--- src/rtl/cpu_trace_buffer.sv ---
`default_nettype none
// ============================================================================
//  Module   : cpu_trace_buffer
//  Purpose  : Execution trace recorder for the multicycle CPU. Qualified
//             debug events are snapshotted into a circular FIFO once an
//             optional PC trigger fires. A consumer drains the FIFO through
//             a valid/ready handshake.
//  Revision : 1.0 - initial release
// ----------------------------------------------------------------------------
//  Ports
//    clock, reset          : rising-edge clock, async active-high reset
//    cpu_pc/estado/ula_out : CPU debug snapshot sources
//    cpu_reg_wr/memoria_wr : write enables (event sources)
//    cpu_ld_ir/overflow    : recorded status bits
//    arm / stop            : control pulses (flush+arm / return to idle)
//    trig_en / trig_pc     : PC trigger enable and value
//    cap_mask              : event qualifiers {memoria_wr, reg_wr, state chg}
//    rd_valid/ready/data   : FIFO read handshake, data shows head entry
//    count                 : FIFO occupancy
//    drop_cnt              : saturating count of events lost while full
//    trace_state           : IDLE=0, ARMED=1, CAPTURE=2, FROZEN=3
// ============================================================================
module cpu_trace_buffer #(
    parameter int DEPTH    = 16,
    parameter int POST_CNT = 8
) (
    input  logic                     clock,
    input  logic                     reset,
    input  logic [31:0]              cpu_pc,
    input  logic [4:0]               cpu_estado,
    input  logic [31:0]              cpu_ula_out,
    input  logic                     cpu_reg_wr,
    input  logic                     cpu_memoria_wr,
    input  logic                     cpu_ld_ir,
    input  logic                     cpu_overflow,
    input  logic                     arm,
    input  logic                     stop,
    input  logic                     trig_en,
    input  logic [31:0]              trig_pc,
    input  logic [2:0]               cap_mask,
    output logic                     rd_valid,
    input  logic                     rd_ready,
    output logic [72:0]              rd_data,
    output logic [$clog2(DEPTH):0]   count,
    output logic [15:0]              drop_cnt,
    output logic [1:0]               trace_state
);

    localparam int          AW       = $clog2(DEPTH);
    localparam int          CW       = AW + 1;
    localparam logic [15:0] POST_LIM = 16'(POST_CNT);

    typedef enum logic [1:0] {
        ST_IDLE    = 2'd0,
        ST_ARMED   = 2'd1,
        ST_CAPTURE = 2'd2,
        ST_FROZEN  = 2'd3
    } state_t;

    state_t          state_q, state_d;
    logic [AW-1:0]   wr_ptr_q, rd_ptr_q;
    logic [CW-1:0]   count_q;
    logic [15:0]     drop_q;
    logic [15:0]     post_q;
    logic [4:0]      prev_estado_q;
    logic [72:0]     mem_q [DEPTH];

    logic            state_chg;
    logic            event_w;
    logic            rec_window;
    logic            wr_req;
    logic            full;
    logic            rd_fire;
    logic            wr_ok;
    logic            drop_ev;
    logic            freeze_hit;
    logic            flush;
    logic [72:0]     entry;

    assign state_chg = (cpu_estado != prev_estado_q);
    assign event_w   = (cap_mask[0] & state_chg) |
                       (cap_mask[1] & cpu_reg_wr) |
                       (cap_mask[2] & cpu_memoria_wr);

    assign entry = {cpu_overflow, cpu_ld_ir, cpu_reg_wr, cpu_memoria_wr,
                    cpu_estado, cpu_pc, cpu_ula_out};

    assign full     = (count_q == CW'(DEPTH));
    assign rd_valid = (count_q != '0);
    assign rd_fire  = rd_valid & rd_ready;
    // Control pulses take the cycle: no recording while arming or stopping.
    assign wr_req   = rec_window & event_w & ~arm & ~stop;
    assign wr_ok    = wr_req & (~full | rd_fire);
    assign drop_ev  = wr_req & full & ~rd_fire;
    assign flush    = arm & ~stop;

    // The event that brings the post counter to its limit is the last one.
    assign freeze_hit = (POST_CNT != 0) && event_w &&
                        ((post_q + 16'd1) == POST_LIM);

    always_comb begin
        state_d    = state_q;
        rec_window = 1'b0;
        case (state_q)
            ST_ARMED: begin
                // The trigger cycle itself is recorded.
                if (!trig_en || (cpu_pc == trig_pc)) begin
                    rec_window = 1'b1;
                    state_d    = freeze_hit ? ST_FROZEN : ST_CAPTURE;
                end
            end
            ST_CAPTURE: begin
                rec_window = 1'b1;
                if (freeze_hit) begin
                    state_d = ST_FROZEN;
                end
            end
            default: begin
                state_d = state_q;
            end
        endcase
        if (arm) begin
            state_d = ST_ARMED;
        end
        if (stop) begin
            state_d = ST_IDLE;
        end
    end

    always_ff @(posedge clock or posedge reset) begin
        if (reset) begin
            state_q       <= ST_IDLE;
            wr_ptr_q      <= '0;
            rd_ptr_q      <= '0;
            count_q       <= '0;
            drop_q        <= '0;
            post_q        <= '0;
            prev_estado_q <= '0;
        end else begin
            prev_estado_q <= cpu_estado;
            state_q       <= state_d;
            if (flush) begin
                // Flush wins over a same-cycle read.
                wr_ptr_q <= '0;
                rd_ptr_q <= '0;
                count_q  <= '0;
                drop_q   <= '0;
                post_q   <= '0;
            end else begin
                if (wr_ok) begin
                    wr_ptr_q <= wr_ptr_q + AW'(1);
                end
                if (rd_fire) begin
                    rd_ptr_q <= rd_ptr_q + AW'(1);
                end
                case ({wr_ok, rd_fire})
                    2'b10:   count_q <= count_q + CW'(1);
                    2'b01:   count_q <= count_q - CW'(1);
                    default: count_q <= count_q;
                endcase
                if (drop_ev && (drop_q != 16'hFFFF)) begin
                    drop_q <= drop_q + 16'd1;
                end
                // Counts every qualified event, recorded or dropped.
                if (wr_req) begin
                    post_q <= post_q + 16'd1;
                end
            end
        end
    end

    // Storage array carries no reset; the output mask hides stale contents.
    always_ff @(posedge clock) begin
        if (wr_ok) begin
            mem_q[wr_ptr_q] <= entry;
        end
    end

    assign rd_data     = rd_valid ? mem_q[rd_ptr_q] : '0;
    assign count       = count_q;
    assign drop_cnt    = drop_q;
    assign trace_state = state_q;

endmodule
`default_nettype wire

--- config.mk ---
export PLATFORM = sky130hd
export DESIGN_NAME = cpu_trace_buffer
export DESIGN_NICKNAME = d
export VERILOG_FILES = /design/src/rtl/cpu_trace_buffer.sv
export SDC_FILE = /design/constraint.sdc
export NUM_CORES = 1
export LEC_CHECK = 0
export CAP_MARGIN = 20
export CELL_PAD_IN_SITES_DETAIL_PLACEMENT = 0
export CELL_PAD_IN_SITES_GLOBAL_PLACEMENT = 1
export CORE_MARGIN = 2
export CORE_UTILIZATION = 54
export DETAILED_ROUTE_END_ITERATION = 12
export PLACE_DENSITY = 0.88
export SETUP_SLACK_MARGIN = 0.2
export SYNTH_ARGS = -nofsm -noshare
export SYNTH_HDL_FRONTEND = slang
export SYNTH_SLANG_ARGS = --single-unit
--- constraint.sdc ---
create_clock -name clock -period 14.35 [get_ports clock]
set_clock_uncertainty 0.15 [all_clocks]
set_input_delay 2.87 -clock clock [delete_from_list [all_inputs] [get_ports clock]]
set_output_delay 2.87 -clock clock [all_outputs]
set_load 0.05 [all_outputs]
==> impl_metrics.py <==
metrics = {
    "status": {
        "outcome": "finished clean",
    },
    "sta": {
        "slew_viol_final": 0,
        "rsz0062_at_grt": "no",
        "period_share_pct": 58.3,
        "setup_viol": 0,
        "period_needed_ns": 8.36,
        "final.setup.worst_slack_ns": 5.99,
        "relSlewSlack_pct": 29.1,
        "tns_ns": 0,
        "max_slew.worst_pin.slew_ns": 1.06,
        "hold_viol": 0,
        "max_freq_ghz": 0.120,
    },
    "detailed_routing": {
        "ant_nets": 0,
        "drt_wl_total_um": 114000,
        "first_pass_iters": 5,
        "num_vias": 23300,
        "routedWlPerCell_um": 31.4,
        "viasPerCell": 6.42,
        "first_iter_violations": 2602,
        "drc": 0,
    },
    "power": {
        "cellLeakagePower_nw": 17.1,
        "powerDensity_nw_per_um2": 175,
        "p_seq_share_pct": 41.5,
        "p_sw_mw": 2.88,
        "swShare_pct": 29.9,
        "totalPowerFinal_mw": 9.64,
        "clkPwrFrac_pct": 30.2,
        "ir_drop_v": 0.000185,
        "p_int_mw": 6.76,
        "combPwrFrac_pct": 28.3,
    },
    "yosys": {
        "yosysTopAreaCell": "edfxtp_1",
        "synth_cell_types": 59,
        "yosysSeqAreaShare_pct": 76.1,
        "synth_ff_type": "edfxtp_1",
        "async_reset_ff_share_pct": 4.26,
        "syn_area_per_cell_um2": 22.7,
        "yosys_register_bits": 1220,
        "synthTopCellsByArea": "edfxtp_1 (73%), mux4_2 (17%), dfrtp_1 (2.7%)",
        "synth.top_cell.area_share_pct": 73.3,
        "ys.warnings.count": 0,
        "synth_edf_count": 1168,
        "syn_inst": 2111,
        "synth_fp_nets": 2239,
        "netlist_area_um2": 47800,
    },
    "critical_path": {
        "ff2ff_path_depth": 10,
        "crit_chain": "buf_12 > buf_4 > buf_4 > mux4_2 > mux4_2 > and2_1 > clkdlybuf4s50_1",
        "worstPathRequired_ns": 11.33,
        "reg2reg_to": "mem_q[4][52]$_DFFE_PP_",
        "cpMaxStageDelayCell": "buf_4",
        "path_max_fanout": 49,
        "r2r_start": "trace_state[0]$_DFFE_PP0P_",
        "arrival_ns": 5.34,
        "worstSetupPathType": "reg2out",
        "startpoint_type": "flip-flop",
        "worst_setup_path_end_kind": "output pin",
        "slowest_delay_ns": 0.82,
        "reg2reg_slack_ns": 9.98,
    },
    "grt": {
        "grt_pass1_wl_um": 165000,
        "grt_start_max_net_pins": 149,
        "grtUsageTotal_pct": 25.3,
        "grt_pass1_vias": 24400,
        "antenna_found_initial": 13,
        "grt_overflow": 0,
    },
    "cells_and_area": {
        "nNetsFinal": 2495,
        "drive_above_1_share_pct": 24.4,
        "finish.utilization_pct": 62.5,
        "area_delta_synth_final_pct": 15.1,
        "fin_area_um2": 55000,
        "fillers": 5733,
    },
    "die": {
        "core-area_um2": 88100,
        "pin_count": 211,
        "die_area_um2": 91000,
        "die_h_um": 302,
        "rows": 109,
        "initial_core_util_pct": 54.3,
        "die_w_um": 302,
    },
    "clock_tree": {
        "cts_hold_buf": 0,
        "clock_sinks": 1220,
        "tritoncts": "done",
        "numCtsBuffers": 114,
        "cts_resized": 0,
        "clockRootBuffer": "clkbuf_16",
        "htreeDepth": 3,
        "clock_path_buffers": 3,
        "post-cts-setup-buffers": 0,
        "clock_latency_ns": 0.68,
        "clk_pin_slew_ns": 0.06,
    },
    "placement": {
        "io_buffers": 210,
        "post_dp_cell_area_um2": 51400,
        "dp_hpwl_um": 57700,
        "place.gp.congestion": 0.781,
        "dpl_worst_slack_ns": 6.23,
    },
    "worst_hold_path": {
        "hold-path-endpoint": "post_q[13]$_DFFE_PP0P_",
        "hold_class": "reg2reg",
        "whs_path_depth": 1,
        "hold_start": "post_q[13]$_DFFE_PP0P_",
    },
    "job": {
        "maxCapViolCount": 0,
    },
}
area by class of cell:
| class | count | area, um2 | share of cell area [%] |
|---|---|---|---|
| clock inverter | 70 | 592 | 1.08 |
| clock buffer | 142 | 2980 | 5.41 |
| multi-input combinational | 764 | 11000 | 20.0 |
| timing repair buffer | 252 | 2550 | 4.64 |
| sequential | 1220 | 36400 | 66.1 |
| inverter | 15 | 56.3 | 0.102 |
| tap | 1165 | 1460 | 2.65 |
| antenna | 4 | 10.0 | 0.0182 |
routing by layer:
metal,global-route usage (%),vias up,wire (um)
met5,0,-,101
met4,9.61,16,3800
met3,5.61,220,10500
met2,41.7,1413,58200
met1,33.4,12200,41400
li1,-,9432,-
power groups by stage:
| stage | clock network [mW] | logic [mW] | registers, mW |
|---|---|---|---|
| final | 2.91 | 2.73 | 4.00 |
| after global routing | 3.07 | 2.87 | 4.01 |
| after CTS | 2.94 | 2.73 | 4.02 |
| after detailed placement | 0 | 2.69 | 4.10 |
| after global placement | 0 | 2.63 | 4.12 |
| after floorplan | 0 | 1.97 | 4.02 |
cell usage in the layout (no fill, tap or decap), types with 13 or more instances in the layout:
cell type        instances
edfxtp_1              1168
mux4_2                 365
clkdlybuf4s50_1        210
clkbuf_16              115
and2_1                  75
dfrtp_1                 48
xnor2_1                 41
nand2_1                 34
buf_4                   33
clkinv_1                27
clkbuf_1                27
clkinv_2                26
nor2_1                  22
a21oi_1                 20
nand3_1                 19
nand4_1                 17
nor3_1                  17
o21ai_0                 16
inv_1                   14
ha_1                    13
stage by stage:
stage	hold slack (ns)	std cells
6_report	0.406	3632
5_1_grt	0.433	3631
4_1_cts	0.406	3625
3_5_place_dp	0.389	3413
3_3_place_gp	0.387	3409
2_1_floorplan	0.359	2111
logic make-up after synthesis:
group	Yosys count	share of synthesized area [%]
flops	1220	76.1
mux	372	17.3
simple gates	244	3.05
buf+inv	127	1.08
compound gates	83	1.16
xor+xnor	51	0.934
fa+ha+maj	14	0.382
sequential cells by signal (all words and copies together), names as in the netlist:
name	flops
post_q	16
drop_cnt	16
mem_q	1168
count	5
trace_state	2
prev_estado_q	5
rd_ptr_q	4
wr_ptr_q	4
cell usage after synthesis (6+ instances only):
cell	n
or3_1	9
nor2_1	22
inv_1	15
nand3_1	19
buf_2	20
nand2_1	34
nor3_1	17
clkbuf_1	65
and2_1	75
a21o_1	10
mux4_2	365
ha_1	13
o21ai_0	16
xor2_1	10
a21oi_1	20
buf_1	22
xnor2_1	41
mux2i_1	7
and4b_1	8
edfxtp_1	1168
nor4_1	6
nand4_1	17
a31oi_1	6
dfrtp_1	52
worst max path at each step:
stage                            start                     end  slack, ns  depth (start not counted)
6_report       rd_ptr_q[0]$_DFFE_PP0P_             rd_data[10]       5.99                          7
5_1_grt        rd_ptr_q[0]$_DFFE_PP0P_             rd_data[19]       5.57                          7
4_1_cts        rd_ptr_q[0]$_DFFE_PP0P_             rd_data[10]       5.64                          6
3_5_place_dp                 cpu_pc[1]  mem_q[4][55]$_DFFE_PP_       6.23                         10
3_3_place_gp                 cpu_pc[3]  mem_q[5][54]$_DFFE_PP_       6.38                         10
2_1_floorplan                      arm   mem_q[0][0]$_DFFE_PP_       2.08                          5
critical path, delay by kind of cell (launching register included):
family | cells | cell delay, ns
flip-flops | 1 | 0.78
multiplexers | 2 | 1.14
buffers and inverters | 4 | 2.46
AND/OR/NAND/NOR | 1 | 0.18
No activity file was read; power rests on OpenSTA's default activity.
